[src/rtl/mem_to_graphics_buffered_if.sv]
// Request, bounds-check and VRAM drain signals of the buffered graphics/text memory adapter.
// A write-port transfer happens on a cycle where valid and ready are both high. While valid is high and
// ready is low, the source holds valid, addr and data unchanged. ready may depend on nothing from the source.
interface mem_to_graphics_buffered_if #(
   parameter int ADDR_W     = 32,
   parameter int DATA_BYTES = 4
);
   logic [ADDR_W-1:0]       req_addr;
   logic [8*DATA_BYTES-1:0] req_data;
   logic [DATA_BYTES-1:0]   req_data_en;
   logic                    req_write_en;
   logic                    req_read_en;
   logic                    req_hit;
   logic                    req_done;

   logic [ADDR_W-1:0]       chk_addr;
   logic                    chk_in_bounds;

   logic [ADDR_W-1:0]       gfx_addr;
   logic [8*DATA_BYTES-1:0] gfx_data;
   logic                    gfx_valid;
   logic                    gfx_ready;

   logic [ADDR_W-1:0]       txt_addr;
   logic [7:0]              txt_data;
   logic                    txt_valid;
   logic                    txt_ready;

   modport master (
      output req_addr, req_data, req_data_en, req_write_en, req_read_en, chk_addr, gfx_ready, txt_ready,
      input  req_hit, req_done, chk_in_bounds, gfx_addr, gfx_data, gfx_valid, txt_addr, txt_data, txt_valid
   );

   modport slave (
      input  req_addr, req_data, req_data_en, req_write_en, req_read_en, chk_addr, gfx_ready, txt_ready,
      output req_hit, req_done, chk_in_bounds, gfx_addr, gfx_data, gfx_valid, txt_addr, txt_data, txt_valid
   );
endinterface

[src/rtl/mem_to_graphics_buffered.sv]
// Buffered framebuffer / text-VRAM write adapter with per-region FIFOs and a text byte serialiser.
// Optional MEM_TO_GFX_PERF_EN adds saturating gfx_wr_count, txt_wr_count and stall_count outputs.
module mem_to_graphics_buffered #(
   parameter int                ADDR_W     = 32,
   parameter int                DATA_BYTES = 4,
   parameter logic [ADDR_W-1:0] GFX_BASE   = '0,
   parameter logic [ADDR_W-1:0] GFX_SIZE   = '0,
   parameter logic [ADDR_W-1:0] TXT_BASE   = '0,
   parameter logic [ADDR_W-1:0] TXT_SIZE   = '0,
   parameter int                FIFO_DEPTH = 4
) (
   input  logic                          clk,
   input  logic                          reset,
   mem_to_graphics_buffered_if.slave     bus,
   output logic [0:0]                    txt_fsm_state
`ifdef MEM_TO_GFX_PERF_EN
   ,
   output logic [31:0]                   gfx_wr_count,
   output logic [31:0]                   txt_wr_count,
   output logic [31:0]                   stall_count
`endif
);

   localparam int GFX_SHIFT = $clog2(DATA_BYTES);
   localparam int LANE_W    = (DATA_BYTES > 1) ? $clog2(DATA_BYTES) : 1;
   localparam int PTR_W     = $clog2(FIFO_DEPTH);
   localparam int CNT_W     = PTR_W + 1;
   localparam int DW        = 8 * DATA_BYTES;

   typedef enum logic [0:0] {
      IDLE = 1'b0,
      EMIT = 1'b1
   } txt_state_e;

   function automatic logic in_region(input logic [ADDR_W-1:0] a, input logic [ADDR_W-1:0] base,
                                      input logic [ADDR_W-1:0] size);
      return (a >= base) && ((a - base) < size);
   endfunction

   // Decode; on overlap the framebuffer claims the address.
   logic in_gfx, in_txt;
   assign in_gfx = in_region(bus.req_addr, GFX_BASE, GFX_SIZE);
   assign in_txt = !in_gfx && in_region(bus.req_addr, TXT_BASE, TXT_SIZE);
   assign bus.chk_in_bounds = in_region(bus.chk_addr, GFX_BASE, GFX_SIZE) ||
                              in_region(bus.chk_addr, TXT_BASE, TXT_SIZE);

   logic [CNT_W-1:0] gfx_cnt, txt_cnt;
   logic             gfx_full, txt_full;
   logic             gfx_push, gfx_pop, txt_push, txt_pop;

   assign gfx_full = (gfx_cnt == CNT_W'(FIFO_DEPTH));
   assign txt_full = (txt_cnt == CNT_W'(FIFO_DEPTH));
   assign gfx_push = bus.req_write_en && in_gfx && !gfx_full;
   assign txt_push = bus.req_write_en && in_txt && !txt_full;

   assign bus.req_hit = (bus.req_read_en && (in_gfx || in_txt)) || gfx_push || txt_push;

   always_ff @(posedge clk) begin
      if (!reset) bus.req_done <= 1'b0;
      else        bus.req_done <= bus.req_hit;
   end

   // Framebuffer FIFO: the head drives the port directly.
   logic [ADDR_W-1:0] gfx_addr_mem [FIFO_DEPTH];
   logic [DW-1:0]     gfx_data_mem [FIFO_DEPTH];
   logic [PTR_W-1:0]  gfx_wr_ptr, gfx_rd_ptr;

   always_ff @(posedge clk) begin
      if (gfx_push) begin
         gfx_addr_mem[gfx_wr_ptr] <= ADDR_W'((bus.req_addr - GFX_BASE) >> GFX_SHIFT);
         gfx_data_mem[gfx_wr_ptr] <= bus.req_data;
      end
   end

   always_ff @(posedge clk) begin
      if (!reset) begin
         gfx_wr_ptr <= '0;
         gfx_rd_ptr <= '0;
         gfx_cnt    <= '0;
      end else begin
         if (gfx_push) gfx_wr_ptr <= gfx_wr_ptr + PTR_W'(1);
         if (gfx_pop)  gfx_rd_ptr <= gfx_rd_ptr + PTR_W'(1);
         case ({gfx_push, gfx_pop})
            2'b10:   gfx_cnt <= gfx_cnt + CNT_W'(1);
            2'b01:   gfx_cnt <= gfx_cnt - CNT_W'(1);
            default: gfx_cnt <= gfx_cnt;
         endcase
      end
   end

   assign bus.gfx_valid = (gfx_cnt != '0);
   assign bus.gfx_addr  = gfx_addr_mem[gfx_rd_ptr];
   assign bus.gfx_data  = gfx_data_mem[gfx_rd_ptr];
   assign gfx_pop       = bus.gfx_valid && bus.gfx_ready;

   // Text FIFO holds the byte offset, full word and lane enables.
   logic [ADDR_W-1:0]     txt_off_mem [FIFO_DEPTH];
   logic [DW-1:0]         txt_data_mem [FIFO_DEPTH];
   logic [DATA_BYTES-1:0] txt_en_mem [FIFO_DEPTH];
   logic [PTR_W-1:0]      txt_wr_ptr, txt_rd_ptr;

   always_ff @(posedge clk) begin
      if (txt_push) begin
         txt_off_mem[txt_wr_ptr]  <= bus.req_addr - TXT_BASE;
         txt_data_mem[txt_wr_ptr] <= bus.req_data;
         txt_en_mem[txt_wr_ptr]   <= bus.req_data_en;
      end
   end

   always_ff @(posedge clk) begin
      if (!reset) begin
         txt_wr_ptr <= '0;
         txt_rd_ptr <= '0;
         txt_cnt    <= '0;
      end else begin
         if (txt_push) txt_wr_ptr <= txt_wr_ptr + PTR_W'(1);
         if (txt_pop)  txt_rd_ptr <= txt_rd_ptr + PTR_W'(1);
         case ({txt_push, txt_pop})
            2'b10:   txt_cnt <= txt_cnt + CNT_W'(1);
            2'b01:   txt_cnt <= txt_cnt - CNT_W'(1);
            default: txt_cnt <= txt_cnt;
         endcase
      end
   end

   // Lanes that run past the end of text VRAM are dropped when the head is loaded.
   logic [DATA_BYTES-1:0] head_mask;
   logic [ADDR_W:0]       lane_end;
   always_comb begin
      head_mask = '0;
      lane_end  = '0;
      for (int l = 0; l < DATA_BYTES; l++) begin
         lane_end     = {1'b0, txt_off_mem[txt_rd_ptr]} + (ADDR_W+1)'(l);
         head_mask[l] = txt_en_mem[txt_rd_ptr][l] && (lane_end < {1'b0, TXT_SIZE});
      end
   end

   txt_state_e            state, state_nxt;
   logic [DATA_BYTES-1:0] mask, mask_nxt;
   logic [ADDR_W-1:0]     cur_off, cur_off_nxt;
   logic [DW-1:0]         cur_word, cur_word_nxt;
   logic [LANE_W-1:0]     lane;

   always_comb begin
      lane = '0;
      for (int l = DATA_BYTES - 1; l >= 0; l--) begin
         if (mask[l]) lane = LANE_W'(l);
      end
   end

   always_ff @(posedge clk) begin
      if (!reset) begin
         state    <= IDLE;
         mask     <= '0;
         cur_off  <= '0;
         cur_word <= '0;
      end else begin
         state    <= state_nxt;
         mask     <= mask_nxt;
         cur_off  <= cur_off_nxt;
         cur_word <= cur_word_nxt;
      end
   end

   always_comb begin
      state_nxt    = state;
      mask_nxt     = mask;
      cur_off_nxt  = cur_off;
      cur_word_nxt = cur_word;
      txt_pop      = 1'b0;
      case (state)
         IDLE: begin
            if (txt_cnt != '0) begin
               cur_off_nxt  = txt_off_mem[txt_rd_ptr];
               cur_word_nxt = txt_data_mem[txt_rd_ptr];
               mask_nxt     = head_mask;
               if (head_mask == '0) txt_pop = 1'b1;
               else                 state_nxt = EMIT;
            end
         end
         EMIT: begin
            if (bus.txt_ready) begin
               mask_nxt = mask & ~(DATA_BYTES'(1) << lane);
               if (mask_nxt == '0) begin
                  txt_pop   = 1'b1;
                  state_nxt = IDLE;
               end
            end
         end
         default: state_nxt = IDLE;
      endcase
   end

   assign bus.txt_valid = (state == EMIT);
   assign bus.txt_addr  = cur_off + ADDR_W'(lane);
   assign bus.txt_data  = cur_word[8*lane +: 8];
   assign txt_fsm_state = state;

`ifdef MEM_TO_GFX_PERF_EN
   logic stall;
   assign stall = bus.req_write_en && (in_gfx || in_txt) && !bus.req_hit;

   always_ff @(posedge clk) begin
      if (!reset) begin
         gfx_wr_count <= '0;
         txt_wr_count <= '0;
         stall_count  <= '0;
      end else begin
         if (gfx_pop && gfx_wr_count != '1) gfx_wr_count <= gfx_wr_count + 32'd1;
         if (bus.txt_valid && bus.txt_ready && txt_wr_count != '1) txt_wr_count <= txt_wr_count + 32'd1;
         if (stall && stall_count != '1) stall_count <= stall_count + 32'd1;
      end
   end
`endif

endmodule
[src/flat_wrapper.sv]
// flat-port wrapper written by rule: the top's interface ports become plain ports
module mem_to_graphics_buffered_flat 
#(
   parameter int                ADDR_W     = 32,
   parameter int                DATA_BYTES = 4,
   parameter logic [ADDR_W-1:0] GFX_BASE   = '0,
   parameter logic [ADDR_W-1:0] GFX_SIZE   = '0,
   parameter logic [ADDR_W-1:0] TXT_BASE   = '0,
   parameter logic [ADDR_W-1:0] TXT_SIZE   = '0,
   parameter int                FIFO_DEPTH = 4
)
  (clk, reset, txt_fsm_state, bus_req_addr, bus_req_data, bus_req_data_en, bus_req_write_en, bus_req_read_en, bus_chk_addr, bus_gfx_ready, bus_txt_ready, bus_req_hit, bus_req_done, bus_chk_in_bounds, bus_gfx_addr, bus_gfx_data, bus_gfx_valid, bus_txt_addr, bus_txt_data, bus_txt_valid);
  mem_to_graphics_buffered_if #(.ADDR_W(ADDR_W), .DATA_BYTES(DATA_BYTES)) bus_i ();
  input  logic clk;
  input  logic reset;
  output logic [0:0] txt_fsm_state;
  input wire logic [$bits(bus_i.req_addr)-1:0] bus_req_addr;
  input wire logic [$bits(bus_i.req_data)-1:0] bus_req_data;
  input wire logic [$bits(bus_i.req_data_en)-1:0] bus_req_data_en;
  input wire logic [$bits(bus_i.req_write_en)-1:0] bus_req_write_en;
  input wire logic [$bits(bus_i.req_read_en)-1:0] bus_req_read_en;
  input wire logic [$bits(bus_i.chk_addr)-1:0] bus_chk_addr;
  input wire logic [$bits(bus_i.gfx_ready)-1:0] bus_gfx_ready;
  input wire logic [$bits(bus_i.txt_ready)-1:0] bus_txt_ready;
  output wire logic [$bits(bus_i.req_hit)-1:0] bus_req_hit;
  output wire logic [$bits(bus_i.req_done)-1:0] bus_req_done;
  output wire logic [$bits(bus_i.chk_in_bounds)-1:0] bus_chk_in_bounds;
  output wire logic [$bits(bus_i.gfx_addr)-1:0] bus_gfx_addr;
  output wire logic [$bits(bus_i.gfx_data)-1:0] bus_gfx_data;
  output wire logic [$bits(bus_i.gfx_valid)-1:0] bus_gfx_valid;
  output wire logic [$bits(bus_i.txt_addr)-1:0] bus_txt_addr;
  output wire logic [$bits(bus_i.txt_data)-1:0] bus_txt_data;
  output wire logic [$bits(bus_i.txt_valid)-1:0] bus_txt_valid;
  assign bus_i.req_addr = bus_req_addr;
  assign bus_i.req_data = bus_req_data;
  assign bus_i.req_data_en = bus_req_data_en;
  assign bus_i.req_write_en = bus_req_write_en;
  assign bus_i.req_read_en = bus_req_read_en;
  assign bus_i.chk_addr = bus_chk_addr;
  assign bus_i.gfx_ready = bus_gfx_ready;
  assign bus_i.txt_ready = bus_txt_ready;
  assign bus_req_hit = bus_i.req_hit;
  assign bus_req_done = bus_i.req_done;
  assign bus_chk_in_bounds = bus_i.chk_in_bounds;
  assign bus_gfx_addr = bus_i.gfx_addr;
  assign bus_gfx_data = bus_i.gfx_data;
  assign bus_gfx_valid = bus_i.gfx_valid;
  assign bus_txt_addr = bus_i.txt_addr;
  assign bus_txt_data = bus_i.txt_data;
  assign bus_txt_valid = bus_i.txt_valid;
  mem_to_graphics_buffered #(.ADDR_W(ADDR_W), .DATA_BYTES(DATA_BYTES), .GFX_BASE(GFX_BASE), .GFX_SIZE(GFX_SIZE), .TXT_BASE(TXT_BASE), .TXT_SIZE(TXT_SIZE), .FIFO_DEPTH(FIFO_DEPTH)) u_core (.clk(clk), .reset(reset), .bus(bus_i), .txt_fsm_state(txt_fsm_state));
endmodule
[config.mk]
export PLATFORM = sky130hd
export DESIGN_NAME = mem_to_graphics_buffered_flat
export DESIGN_NICKNAME = d
export VERILOG_FILES = /design/src/rtl/mem_to_graphics_buffered_if.sv /design/src/rtl/mem_to_graphics_buffered.sv /design/src/flat_wrapper.sv
export SDC_FILE = /design/constraint.sdc
export NUM_CORES = 1
export LEC_CHECK = 0
export ABC_AREA = 1
export CAP_MARGIN = 20
export CORE_AREA = 2 2 113 60
export DETAILED_ROUTE_END_ITERATION = 8
export DIE_AREA = 0 0 115 62
export PLACE_DENSITY = 0.83
export SYNTH_ARGS = -nofsm -noshare
export SYNTH_HDL_FRONTEND = slang
export SYNTH_SLANG_ARGS = --single-unit
[constraint.sdc]
create_clock -name clk -period 1.55 [get_ports clk]
set_clock_uncertainty 0.1 [all_clocks]
set_input_delay 0.31 -clock clk [delete_from_list [all_inputs] [get_ports clk]]
set_output_delay 0.31 -clock clk [all_outputs]
set_load 0.05 [all_outputs]
==> summary.txt <==
Run status
  – Run status: finished clean

Finish
  – Commonest non-fill, non-tap cell in the layout: conb_1
  – Layout area overhead: -2.92%
  – Final instance area: 1330 um^2
  – Nets: 307
  – Layout cells sized above 1: 0.168
  – Utilization of the core after routing: 0.211
  – Finished Layout Cells: 276
  – Most frequent cells in the layout: 105 x conb_1, 13 x nand2_1, 10 x dfxtp_1
  – Ant diodes: 0

Clocking
  – Clock tree sinks: 11
  – Cts bufs inserted: 3
  – Clk Latency, worst-skew pair: 0.24 ns
  – CTS Buffer Depth: 2
  – H-tree depth: 1
  – TritonCTS clock tree: yes
  – Root Buffer: clkbuf_16
  – Reg clk slew, reported paths: 0.04 ns

Timing
  – Setup ws final: 0.0311 ns
  – Final Hold Viols: 0
  – Hold Slack: 0.365 ns
  – Fin crit share: 0.980
  – Final count of pins violating max slew: 0
  – Crit path time final: 1.52 ns
  – Fmax: 658 MHz
  – Final count of negative-setup-slack endpoints: 0

Setup path
  – RR Startpoint: u_core.txt_cnt[0]
  – Delay-heaviest family, CP: flip-flops
  – R2R depth: 8
  – Critical-path top delay cell: dfxtp_1
  – Reg2Reg Setup Slack: 0.18 ns
  – Critical path peak fanout: 3
  – Slowest cell delay on critical path: 0.33 ns
  – Critical Path AT: 1.11 ns
  – Critical Path RT: 1.14 ns
  – Buffers and inverters on the worst path: 2
  – Reg2reg end: u_core.txt_cnt[0]
  – Critical Path Source Type: flop
  – Cell Chain, Critical Path: inv_2 -> nand2_2 -> a21oi_4 -> buf_12
  – Setup crit end kind: primary output
  – CP Class: flop to primary output

Routing
  – DRC errors left: 0
  – DRT Pass-1 Iters: 4
  – Drt via density: 2.77
  – Via Count: 765
  – Routed WL: 1880 um
  – Post-DRT Antenna Nets: 0
  – DR WL/cell: 6.80 um
  – DRT iter0 DRCs: 39

GRT
  – Vias in the first global route: 514
  – GR Util All Layers: 0.0436
  – Remaining Overflow, GRT: 0
  – First-pass GRT wire length: 2310 um
  – Initial antenna violation count: 0
  – Largest net degree at the start of global routing: 7

Die
  – I/O Pins: 216
  – Die Y-Extent: 62 um
  – Die area: 7130 um^2
  – Core ar.: 6310 um^2
  – Starting Density: 0.217
  – Num rows: 21
  – Die width: 115 um

Placement
  – Dpl ws: 0.00997 ns
  – GP Congestion: 0.763
  – I/O Buffers: 8
  – Placed cells: 271
  – DP Wirelength: 1480 um
  – Post-DP Area: 1220 um^2

Logic synthesis
  – Post-Syn Area: 1370 um^2
  – Cells after Synth: 183
  – #FFs+latches synth: 11
  – Main combinational cell family by area after synthesis: buffers and inverters
  – Post-Synth Adder-Cell Area: 0.0365
  – Synth Area in Compound Gates: 0.0685
  – Yosys warns: 0
  – Synth Area in XOR/XNOR: 0
  – Netlist cell types: 21
  – Seq/Total Area, Yosys: 0.161
  – Post-synthesis mux area share: 0
  – Simple-Gate Fraction of Synth Area: 0.109
  – Syn avg cell area: 7.49 um^2

Power
  – P_leak: 0.000713 uW
  – VDD IR-drop max: 0.000264 V
  – Power Density: 1510 nW/um^2

Min path
  – Worst min-delay path startpoint: u_core.gfx_cnt[0]
  – Worst min-delay path class: flop to flop
  – Worst Hold Path EP: u_core.gfx_cnt[0]
  – Hold depth: 1

Run
  – # Max-Cap Violations: 0
==> where the power goes <==
part           internal (uW)  leakage [uW]  switching [uW]
sequential               349     0.0000904            37.9
clock                    346     0.0000382             131
combinational            253      0.000585             899
total                    948      0.000713            1070
==> cell families (layout without fill, tap and decap cells) <==
logic type,after synthesis,after routing
fa+ha+maj,4,4
other cells,1,105
simple gates,30,30
compound gates,16,16
buf+inv,121,30
flops,11,11
==> cells in the mapped netlist <==
cell / n / area (um^2)
ha_1: 4 / 50.1
nor4_1: 1 / 6.26
o21ai_0: 4 / 20.0
nand2_2: 4 / 25.0
nor2_4: 1 / 11.3
a31oi_1: 1 / 6.26
inv_1: 12 / 45.0
a21boi_2: 1 / 11.3
nor2_1: 2 / 7.51
nand2_1: 15 / 56.3
nand3_2: 1 / 10.0
nor2_2: 2 / 12.5
a21boi_1: 1 / 7.51
a21oi_2: 1 / 8.76
dfxtp_1: 11 / 220
nand3_1: 4 / 20.0
a21oi_1: 8 / 40.0
conb_1: 1 / 3.75
buf_4: 106 / 796
inv_2: 2 / 7.51
buf_2: 1 / 5.00
==> registers in the layout, indices dropped and copies added (netlist names) <==
register and flops:
u_core.mask 4, u_core.gfx_cnt 3, u_core.txt_cnt 3, u_core.bus.txt_valid 1
==> routing by layer <==
metal  share of wire  up-vias  GRT usage  routed length, um
met5               0        -          0                  0
met4          0.0096        0     0.0207                 18
met3           0.063        2     0.0145                119
met2            0.59       32     0.0815               1110
met1            0.33      354     0.0463                626
li1                -      377          -                  -
==> repair_timing <==
action	in CTS	in global routing
endpoints found under the setup margin	2	3
gates resized for setup	3	6
pin swaps	1	1
buffers inserted	0	1
hold buffers	0	0
==> through the flow <==
step | setup TNS, ns | total power, uW
3_5_place_dp | 0 | 1500
5_1_grt | -0.00746 | 2130
2_1_floorplan | 0 | 1520
4_1_cts | 0 | 2000
6_report | 0 | 2010
3_3_place_gp | 0 | 1480
==> layout make-up <==
type	instances	area (um^2)
well taps	80	100
clock buffers	4	78.8
repair buffers	12	160
fillers	693	4980
flip-flops and latches	11	221
inverters	14	52.6
multi-input cells	155	717
==> how the worst max path moves through the flow <==
stage          slack [ns]           endpoint            startpoint  depth (start not counted)
6_report             0.03    bus_txt_addr[1]        u_core.mask[1]                          4
5_1_grt            -0.007    bus_txt_addr[1]        u_core.mask[3]                          3
4_1_cts             0.001      bus_gfx_valid     u_core.gfx_cnt[0]                          4
3_5_place_dp         0.01  u_core.txt_cnt[0]         bus_txt_ready                          8
3_3_place_gp         0.02  u_core.txt_cnt[0]         bus_txt_ready                          8
2_1_floorplan        0.14      txt_fsm_state  u_core.bus.txt_valid                          1
(Power assumes the default switching activity.)
